[src/rtl/gb_host_arbiter.sv]
// Two-host arbiter for a single ghostbus slave port: serialises A/B req/ack
// transactions into one-cycle wen/rstb strobes and returns captured read data.
module gb_host_arbiter #(
  parameter int AW          = 24,
  parameter int DW          = 32,
  parameter int RD_LAT      = 2,
  parameter int ROUND_ROBIN = 1
) (
  input  logic          gb_clk,
  input  logic          gb_rst_n,
  input  logic          a_req,
  input  logic          a_we,
  input  logic [AW-1:0] a_addr,
  input  logic [DW-1:0] a_wdata,
  output logic          a_ack,
  output logic [DW-1:0] a_rdata,
  input  logic          b_req,
  input  logic          b_we,
  input  logic [AW-1:0] b_addr,
  input  logic [DW-1:0] b_wdata,
  output logic          b_ack,
  output logic [DW-1:0] b_rdata,
  output logic [AW-1:0] gb_addr,
  output logic [DW-1:0] gb_wdata,
  output logic          gb_wen,
  output logic          gb_rstb,
  input  logic [DW-1:0] gb_rdata,
  output logic          busy,
  output logic          grant
);

  // state | meaning
  // IDLE  | no transaction; arbitrate and latch the winner's request
  // ISSUE | one-cycle gb_wen or gb_rstb strobe
  // WAIT  | read latency countdown; gb_rdata captured when count hits 0
  // DONE  | one-cycle ack to the granted host
  typedef enum logic [1:0] {IDLE, ISSUE, WAIT, DONE} state_t;

  if (RD_LAT < 1 || RD_LAT > 15) begin : g_bad_rd_lat
    $error("gb_host_arbiter: RD_LAT must be within 1..15");
  end

  state_t        state_q, state_d;
  logic [AW-1:0] gb_addr_q, gb_addr_d;
  logic [DW-1:0] gb_wdata_q, gb_wdata_d;
  logic          we_q, we_d;
  logic          grant_q, grant_d;
  logic          last_grant_q, last_grant_d;
  logic [3:0]    cnt_q, cnt_d;
  logic [DW-1:0] a_rdata_q, a_rdata_d;
  logic [DW-1:0] b_rdata_q, b_rdata_d;
  logic          win_b;

  always_comb begin
    state_d      = state_q;
    gb_addr_d    = gb_addr_q;
    gb_wdata_d   = gb_wdata_q;
    we_d         = we_q;
    grant_d      = grant_q;
    last_grant_d = last_grant_q;
    cnt_d        = cnt_q;
    a_rdata_d    = a_rdata_q;
    b_rdata_d    = b_rdata_q;
    win_b        = 1'b0;

    case (state_q)
      IDLE: begin
        if (a_req || b_req) begin
          // last_grant resets to B, so A wins the first contention
          if (a_req && b_req) win_b = (ROUND_ROBIN != 0) ? ~last_grant_q : 1'b0;
          else                win_b = b_req;
          gb_addr_d    = win_b ? b_addr  : a_addr;
          gb_wdata_d   = win_b ? b_wdata : a_wdata;
          we_d         = win_b ? b_we    : a_we;
          grant_d      = win_b;
          last_grant_d = win_b;
          state_d      = ISSUE;
        end
      end
      ISSUE: begin
        if (we_q) begin
          state_d = DONE;
        end else begin
          cnt_d   = 4'(RD_LAT - 1);
          state_d = WAIT;
        end
      end
      WAIT: begin
        if (cnt_q == 4'd0) begin
          if (grant_q) b_rdata_d = gb_rdata;
          else         a_rdata_d = gb_rdata;
          state_d = DONE;
        end else begin
          cnt_d = cnt_q - 4'd1;
        end
      end
      DONE:    state_d = IDLE;
      default: state_d = IDLE;
    endcase
  end

  always_ff @(posedge gb_clk or negedge gb_rst_n) begin
    if (!gb_rst_n) begin
      state_q      <= IDLE;
      gb_addr_q    <= '0;
      gb_wdata_q   <= '0;
      we_q         <= 1'b0;
      grant_q      <= 1'b0;
      last_grant_q <= 1'b1;
      cnt_q        <= '0;
      a_rdata_q    <= '0;
      b_rdata_q    <= '0;
    end else begin
      state_q      <= state_d;
      gb_addr_q    <= gb_addr_d;
      gb_wdata_q   <= gb_wdata_d;
      we_q         <= we_d;
      grant_q      <= grant_d;
      last_grant_q <= last_grant_d;
      cnt_q        <= cnt_d;
      a_rdata_q    <= a_rdata_d;
      b_rdata_q    <= b_rdata_d;
    end
  end

  assign gb_addr  = gb_addr_q;
  assign gb_wdata = gb_wdata_q;
  assign gb_wen   = (state_q == ISSUE) &&  we_q;
  assign gb_rstb  = (state_q == ISSUE) && !we_q;
  assign a_ack    = (state_q == DONE)  && !grant_q;
  assign b_ack    = (state_q == DONE)  &&  grant_q;
  assign a_rdata  = a_rdata_q;
  assign b_rdata  = b_rdata_q;
  assign busy     = (state_q != IDLE);
  assign grant    = grant_q;

endmodule

[config.mk]
export PLATFORM = sky130hd
export DESIGN_NAME = gb_host_arbiter
export DESIGN_NICKNAME = d
export VERILOG_FILES = /design/src/rtl/gb_host_arbiter.sv
export SDC_FILE = /design/constraint.sdc
export NUM_CORES = 1
export LEC_CHECK = 0
export CAP_MARGIN = 10
export CORE_UTILIZATION = 41
export DETAILED_ROUTE_END_ITERATION = 10
export PLACE_DENSITY = 0.81
export SLEW_MARGIN = 15
export SYNTH_ARGS = -nofsm -noshare
export SYNTH_HDL_FRONTEND = slang
export SYNTH_SLANG_ARGS = --single-unit
[constraint.sdc]
create_clock -name gb_clk -period 2.2 [get_ports gb_clk]
set_input_delay 0.44 -clock gb_clk [delete_from_list [all_inputs] [get_ports gb_clk]]
set_output_delay 0.44 -clock gb_clk [all_outputs]
set_load 0.01 [all_outputs]
* Word level (Yosys, flattened, before mapping)
Index checks and enable logic that the tools add are counted.
** Word-level totals
- Flip-flop bits (word level) :: 129
- Output and inout bits :: 126
- Logic and storage cells :: 49
** Operators by class
- $add $sub $neg :: 1
- Equal/unequal tests :: 7
- Multiplexer cells :: 13
- Bitwise gates (word level) :: 2
- Reduce and logical (&&, ||, !) cells :: 17
** Operators with widths (count)
- $mux W32 :: 1
- $mux W24 :: 1
- $reduce_and A3 Y1 :: 3
- $mux W4 :: 2
- $ne A2 B2 Y1 const B :: 4
- $pmux W2 S4 :: 1
- $pmux W4 S2 :: 1
- $logic_and A1 B1 Y1 :: 5
- $mux W1 :: 5
- $eq A2 B2 Y1 const B :: 2
- $logic_not A4 Y1 :: 1
- $mux W2 :: 2
- $reduce_and A2 Y1 :: 2
- $reduce_bool A2 Y1 :: 2
- $sub A4 B1 Y4 const B :: 1
- $eq A2 B1 Y1 const B :: 1
- $logic_not A1 Y1 :: 2
- $logic_not A2 Y1 :: 1
- $not A1 Y1 :: 2
- $logic_or A1 B1 Y1 :: 1

* Logic depth before layout (Yosys ltp)
Gate-level depths: netlist of the first run.
- Depth in word-level cells :: 5
- Mapped depth :: 7
- Gate-level depth less buffers :: 7

* Worst setup path before layout of the first run
OpenSTA, ideal clock, no wires.
- Kind :: register to register
- From :: register cnt_q[0]
- To :: register a_rdata_q[10], in the netlist a_rdata[10]
- Setup time :: 0.125 ns
- Arrival :: 1.708 ns
- Data required time :: 2.075 ns
- Slack :: 0.367 ns
- Cell stages (with the launch flop) :: 8
- Path buffers :: 1
- Clock period less this slack :: 1.833 ns
- Cell sequence :: dfrtp_1 > inv_1 > ha_1 > nor3b_4 > nand2_2 > nor2_8 > buf_12 > mux2_4
** On the way
- Word-level cells in the longest chain between the ends :: 2
** RTL lines
- start, declared :: line 49 : logic [3:0] cnt_q, cnt_d;
- start signal, assigned :: line 120 : cnt_q <= cnt_d;
- $logic_not A4 Y1 :: line 89 : if (cnt_q == 4'd0) begin
- $reduce_and A3 Y1 (no line)
- end signal, assigned :: line 121 : a_rdata_q <= a_rdata_d;
- end, declared :: line 50 : logic [DW-1:0] a_rdata_q, a_rdata_d;
No other way between the ends.
A chain may end at the register's enable or synchronous reset.

* Worst setup path after layout of the first run
- From :: register state_q[0]
- To :: output a_ack
** On the way
- Word-level cells in the longest chain between the ends :: 2
** RTL lines
- start, declared :: line 43 : state_t state_q, state_d;
- start signal, assigned :: line 114 : state_q <= state_d;
- $eq A2 B2 Y1 :: line 130 : assign a_ack = (state_q == DONE) && !grant_q;
- $logic_and A1 B1 Y1 :: line 130
- end, declared :: line 15 : output logic a_ack,
No other way between the ends.

==> metrics.csv, run 1 <==
stage,metric,value,unit
timing,worst hold slack,413,ps
floorplanning,Die Y-Extent,121,um
logic_synthesis,number of synthesized register bits,129,
worst_setup_path,Setup CP Type,flop to output port,
timing,post-route minimum period,2120,ps
worst_setup_path,CP Buf/Inv Count,1,
layout,Post-Layout Cell Count,930,
route,vias per inst,4.98,
clock_network,worst skew pair latency,420,ps
timing,skew final,8.72,ps
clock_network,Max Root-Sink Buffers,2,
worst_setup_path,depth of the most critical reg-to-reg path,6,
route,via count,4632,
timing,Slew @ Worst Pin,422,ps
layout,Sequential Area,0.00323,sq mm
pwr,Leak,4.21,nW
route,# DRC,0,
timing,Fin. Hold Viols,0,
worst_setup_path,"Arr. time, crit path",1680,ps
pwr,total power,13.6,mW
status,status,finished clean,
logic_synthesis,sequential area share after synthesis,56.1,%
timing,Setup Total Neg Slack,0,ps
clock_network,H-tree levels,4,
layout,Nets,898,
place,post-place setup slack,66.5,ps
global_routing,first-pass GRT wire length,25700,um
route,final WL,16500,um
clock_network,TritonCTS buffer count,17,
timing,RSZ-0062 raised after global routing,false,
worst_setup_path,Critical-path top delay cell,clkdlybuf4s50_1,
global_routing,vias in the first global route,4912,
worst_setup_path,Reg2Reg Setup Slack,110,ps
place,dpl cells,895,
layout,P&R area growth vs syn,67.5,%
floorplanning,die footprint,0.0145,sq mm
worst_setup_path,CP Max Fanout,3,
pwr,Pwr Density,1410,mW/mm^2
logic_synthesis,Synth Net Count,601,
global_routing,largest net degree at the start of global routing,46,
global_routing,Congestion Overflow GR,0,
layout,fillcell total,899,
clock_network,CTS sink cnt,129,
layout,share of layout cells above drive strength 1,18.6,%
timing,Max Slew Vio Count,0,
logic_synthesis,Post-synth EDFFs,0,
logic_synthesis,Ys Warns,0,
floorplanning,I/O Pins,276,
route,ANT nets after route,0,
worst_setup_path,CP max stage delay,480,ps
place,routability cong.,0.861,
layout,Multi-input gate area,0.00235,sq mm
logic_synthesis,Yosys cell types,36,
worst_setup_path,Worst R2R Start,cnt_q[1],
timing,Worst slew margin,71.9,%
place,Post-DP Area,0.00889,sq mm
route,DR WL/cell,17.8,um
floorplanning,width of the die,121,um
worst_setup_path,crit-path cells,"ha_1, nor2b_1, clkdlybuf4s50_1",
clock_network,Root Buffer,clkbuf_16,
clock_network,"CTS clk-pin slew, worst paths",60,ps
timing,final setup fails,0,
clock_network,CTS tree,yes,
place,IO buf count,275,
global_routing,total track usage,23.6,%
logic_synthesis,ys async rst share,100,%
timing,crit share post-route,96.1,%
pwr,Max rail drop VDD,0.644,mV
logic_synthesis,ys flop type,dfrtp_1,
layout,final core utilization,71.7,%
timing,final setup margin,84.9,ps
logic_synthesis,Synth Instances,444,
route,drt pass-1 iters,4,
flow_run,max-cap violation count,0,
worst_setup_path,startpoint types,flop,
logic_synthesis,Post-Syn Area per Cell,13.0,sq um
floorplanning,initial core utilization,42.8,%
logic_synthesis,mapped cell area,0.00576,sq mm
floorplanning,Core Rows,42,
global_routing,initial antenna violation count,0,
worst_setup_path,"Largest delay share family, worst path",buffers and inverters,
worst_setup_path,CP Capture Type,output port,
place,DP Wirelength,12000,um
worst_setup_path,r2r endpoint,b_rdata[12],
floorplanning,Core Area,0.0135,sq mm
worst_setup_path,Crit path required time,1760,ps
layout,Final Cell Area,0.00964,sq mm
layout,diodes inserted,0,
min_path,hold crit path type,primary input to asynchronous set/reset pin,
route,initial drt markers,184,
timing,fmax,473,MHz
## synthesized netlist by cell type (all sizes together) (3+ instances only)
cell type / count / area (sq um)
mux2i: 58 / 581
nor2b: 3 / 18.8
a22oi: 3 / 27.5
inv: 6 / 22.5
dfrtp: 128 / 3200
buf: 18 / 169
clkbuf: 7 / 26.3
nor3: 3 / 15.0
o21ai: 63 / 315
mux2: 66 / 856
nand2: 60 / 228
nor2: 4 / 31.3
ha: 7 / 87.6
a21oi: 3 / 15.0
## registers in the layout, summed over array words and instances (netlist names), 2 cells and up
signal	flops
b_rdata	32
a_rdata	32
cnt_q	4
gb_wdata	32
state_q	2
gb_addr	24
## cell usage in the layout (no fill, tap or decap), types with 5 or more instances in the layout
| master | Yosys | routed |
|---|---|---|
| buf_12 | 3 | 13 |
| buf_4 | 1 | 15 |
| bufinv_16 | 0 | 6 |
| clkbuf_16 | 0 | 17 |
| clkdlybuf4s50_1 | 0 | 271 |
| dfrtp_1 | 128 | 127 |
| ha_1 | 7 | 5 |
| mux2_2 | 35 | 35 |
| mux2_4 | 30 | 30 |
| mux2i_1 | 58 | 58 |
| nand2_1 | 59 | 59 |
| o21ai_0 | 58 | 58 |
## kinds of logic after synthesis
family	synth area share, %
buf+inv	3.78
compound gates	7.08
flops	56.1
mux	24.9
fa+ha+maj	1.52
simple gates	6.58
## where the power goes
group,internal [mW],total [mW],switching (mW)
logic,3.57,6.03,2.46
clock network,2.22,3.28,1.06
registers,3.54,4.29,0.745
total,9.34,13.6,4.26
## metal layers
metal  global-route usage, %  up-vias  wire (um)  share of wire, %
li1                        -     2150          -                 -
met1                    25.6     2244       6280                38
met2                    41.7      212       8480                51
met3                    8.30       26       1350               8.2
met4                    9.65        0        420               2.5
met5                       0        -          0                 0
## worst max path at each step
stage	start	endpoint	slack, ps	cells after the start
final	state_q[0]	a_ack	80	3
after global routing	grant	b_ack	10	2
after detailed placement	a_req	gb_addr[6]	70	6
after CTS	state_q[0]	a_ack	30	3
after floorplan	cnt_q[0]	a_rdata[10]	370	7
after global placement	cnt_q[0]	b_rdata[15]	200	6
## worst reg2reg max path, stage by stage, from the launching register on
cell	delay [ps]
dfrtp_1	410
inv_1	120
ha_1	240
nor3b_4	340
nand3_4	310
buf_12	270
mux2_2	280
## timing repair
action / in CTS / in global routing
setup buffers: 2 / 0
endpoints found under the setup margin: 3 / 1
gates resized for setup: 9 / 1
hold buffers: 1 / 0
endpoints found under the hold margin: 10 / 0
## final cells by class
type	count	share of cell area (%)
Multi-Input combinational cell	284	24.4
Inverter	6	0.234
Clock buffer	20	4.84
Sequential cell	129	33.5
Timing Repair Buffer	303	32.4
Tap cell	176	2.28
Clock inverter	12	2.35
Power figures use the tool's default switching activity.
==> run 2, diff against run 1 <==
Settings changed: CAP_MARGIN 10 to not set, SKIP_CTS_REPAIR_TIMING set to 1.
==> run 2 against run 1 <==
  * Clock skew is essentially flat
  * Design area is essentially flat
  * Sequential cell count is the same
  * Register-to-register slack is essentially flat
  * Combinational power is essentially flat
  * Critical path depth is the same
  * Sequential share of layout area is essentially flat
  * Critical endpoint unchanged
  * Core utilization is essentially flat
  * Largest cell class unchanged
  * Fmax shrank 0.58%
  * Routed wire length shrank 0.12%
  * Hold slack gained 2.8 ps
  * Global-route usage shrank 0.39 points
==> metrics.csv, run 2 (synthesis gave the netlist of run 1 again) <==
stage,metric,value,unit,change
global_routing,total track usage,23.2,%,-0.39 points
timing,worst hold slack,416,ps,+2.82 ps
layout,share of layout cells above drive strength 1,18.5,%,-0.11 points
pwr,Pwr Density,1410,mW/mm^2,-0.13%
clock_network,"CTS clk-pin slew, worst paths",60,ps,about the same
place,routability cong.,0.861,,unchanged
layout,fillcell total,899,,unchanged
timing,fmax,470,MHz,-0.58%
layout,most frequent cells in the layout,"271 x clkdlybuf4s50_1, 127 x dfrtp_1, 59 x nand2_1",,
route,via count,4614,,-0.39%
layout,P&R area growth vs syn,67.4,%,about the same
clock_network,CTS sink cnt,129,,unchanged
route,final WL,16500,um,-0.12%
timing,final setup fails,0,,unchanged
global_routing,initial antenna violation count,0,,unchanged
pwr,Sw Share,31.4,%,about the same
timing,Fin. Hold Viols,0,,unchanged
timing,Worst slew margin,71.9,%,about the same
route,DR WL/cell,17.8,um,about the same
pwr,Clock power frac,24.2,%,about the same
route,met3 wire len,1330,um,-1.7%
route,drt pass-1 iters,4,,unchanged
clock_network,worst skew pair latency,420,ps,about the same
route,DR top layer,met4,,
layout,Nets,897,,-0.11%
worst_setup_path,CP Capture Type,output port,,
route,Metal-1 WL,6320,um,+0.62%
timing,RSZ-0062 raised after global routing,false,,
timing,skew final,8.62,ps,-0.0971 ps
min_path,hold crit path type,primary input to asynchronous set/reset pin,,
layout,diodes inserted,0,,unchanged
pwr,Leak,4.23,nW,+0.47%
global_routing,vias in the first global route,4886,,-0.53%
pwr,Psw,4.26,mW,-0.13%
worst_setup_path,CP Max Fanout,3,,unchanged
clock_network,H-tree levels,4,,unchanged
flow_run,max-cap violation count,0,,unchanged
floorplanning,initial core utilization,42.8,%,unchanged
place,DP Wirelength,12000,um,unchanged
layout,"most common cell after layout, fill and taps aside",clkdlybuf4s50_1,,
route,ANT nets after route,0,,unchanged
route,met2 WL,8450,um,-0.38%
status,status,finished clean,,
clock_network,CTS tree,yes,,
global_routing,first-pass GRT wire length,25400,um,-1.4%
timing,crit share post-route,96.7,%,+0.56 points
timing,Setup Total Neg Slack,0,ps,unchanged
floorplanning,I/O Pins,276,,unchanged
floorplanning,Die Y-Extent,121,um,unchanged
clock_network,Max Root-Sink Buffers,2,,unchanged
global_routing,Congestion Overflow GR,0,,unchanged
worst_setup_path,Crit path required time,1760,ps,about the same
worst_setup_path,startpoint types,flop,,
floorplanning,Core Rows,42,,unchanged
clock_network,TritonCTS buffer count,17,,unchanged
timing,Max Slew Vio Count,0,,unchanged
route,initial drt markers,165,,-10%
place,IO buf count,275,,unchanged
pwr,Seq pwr share,31.6,%,about the same
worst_setup_path,Setup CP Type,flop to output port,,
floorplanning,die footprint,0.0145,sq mm,unchanged
route,# DRC,0,,unchanged
global_routing,largest net degree at the start of global routing,46,,unchanged
floorplanning,Core Area,0.0135,sq mm,unchanged
clock_network,Root Buffer,clkbuf_16,,
pwr,internal power,9.31,mW,-0.23%
pwr,total power,13.6,mW,-0.20%
floorplanning,width of the die,121,um,unchanged
pwr,Max rail drop VDD,0.650,mV,+0.98%
pwr,Gate power share,44.2,%,about the same
route,vias per inst,4.97,,-0.28%
timing,Slew @ Worst Pin,421,ps,-0.855 ps
worst_setup_path,"Arr. time, crit path",1690,ps,about the same
timing,post-route minimum period,2130,ps,+12.3 ps
[run 2: changes by cell type in the layout (fill, tap and decap cells not counted)]
| cell | change |
|---|---|
| dlygate4sd2_1 | -3 |
| inv_4 | +1 |
| dlymetal6s2s_1 | +3 |
| inv_2 | -1 |
| buf_12 | -1 |
[run 2: worst paths after layout]
| check | start | end | slack, ps | cells after the start |
|---|---|---|---|---|
| max | state_q[0] | a_ack | 70 | 3 |
| max reg2reg | cnt_q[0] | b_rdata[12] | 110 | 6 |
| min reg2reg | gb_addr[8] | gb_addr[8] | 480 | 2 |
| min | gb_rst_n | b_rdata[3] | 420 | 2 |
| max in group asynchronous | gb_rst_n | b_rdata[12] | 1100 | 3 |
| min in group gb_clk | gb_addr[8] | gb_addr[8] | 480 | 2 |
[run 2: per-layer routing]
| layer | GRT usage [%] | up-vias |
|---|---|---|
| met5 | 0 | - |
| met4 | 9.65 | 0 |
| met3 | 8.30 | 25 |
| met2 | 40.8 | 210 |
| met1 | 25.2 | 2231 |
| li1 | - | 2148 |
[run 2: final cells by class]
class                           instances  area (sq um)  share of cell area (%)
Clock buffer                           20           467                    4.84
Clock inverter                         12           226                    2.35
Inverter                                6          25.0                   0.260
Multi-Input combinational cell        284          2350                    24.4
Sequential cell                       129          3230                    33.5
Tap cell                              176           220                    2.29
Timing Repair Buffer                  302          3110                    32.3
[run 2: metrics by stage]
stage | instance area, sq um | utilization, % | instances | worst slack (ps)
final | 9640 | 71.6 | 929 | 72.5
after global routing | 9640 | 71.6 | 929 | 14.0
after CTS | 9580 | 71.2 | 927 | -222
after detailed placement | 8890 | 66.1 | 895 | 66.5
after global placement | 8890 | 66.1 | 895 | 196
after floorplan | 5760 | - | 444 | 367
[run 2: worst max-delay path, cell delays in order (launching register included)]
cell	delay, ps
dfrtp_2	450
ha_1	220
nor2b_1	120
clkdlybuf4s50_1	480
[run 2: power by group through the flow]
stage	Sequential (mW)	Clock (mW)	Combinational [mW]
3_5_place_dp	4.27	0	5.92
6_report	4.29	3.28	6.00
5_1_grt	4.42	3.45	6.46
4_1_cts	4.27	3.34	6.00
2_1_floorplan	4.69	0	2.10
3_3_place_gp	4.21	0	5.75
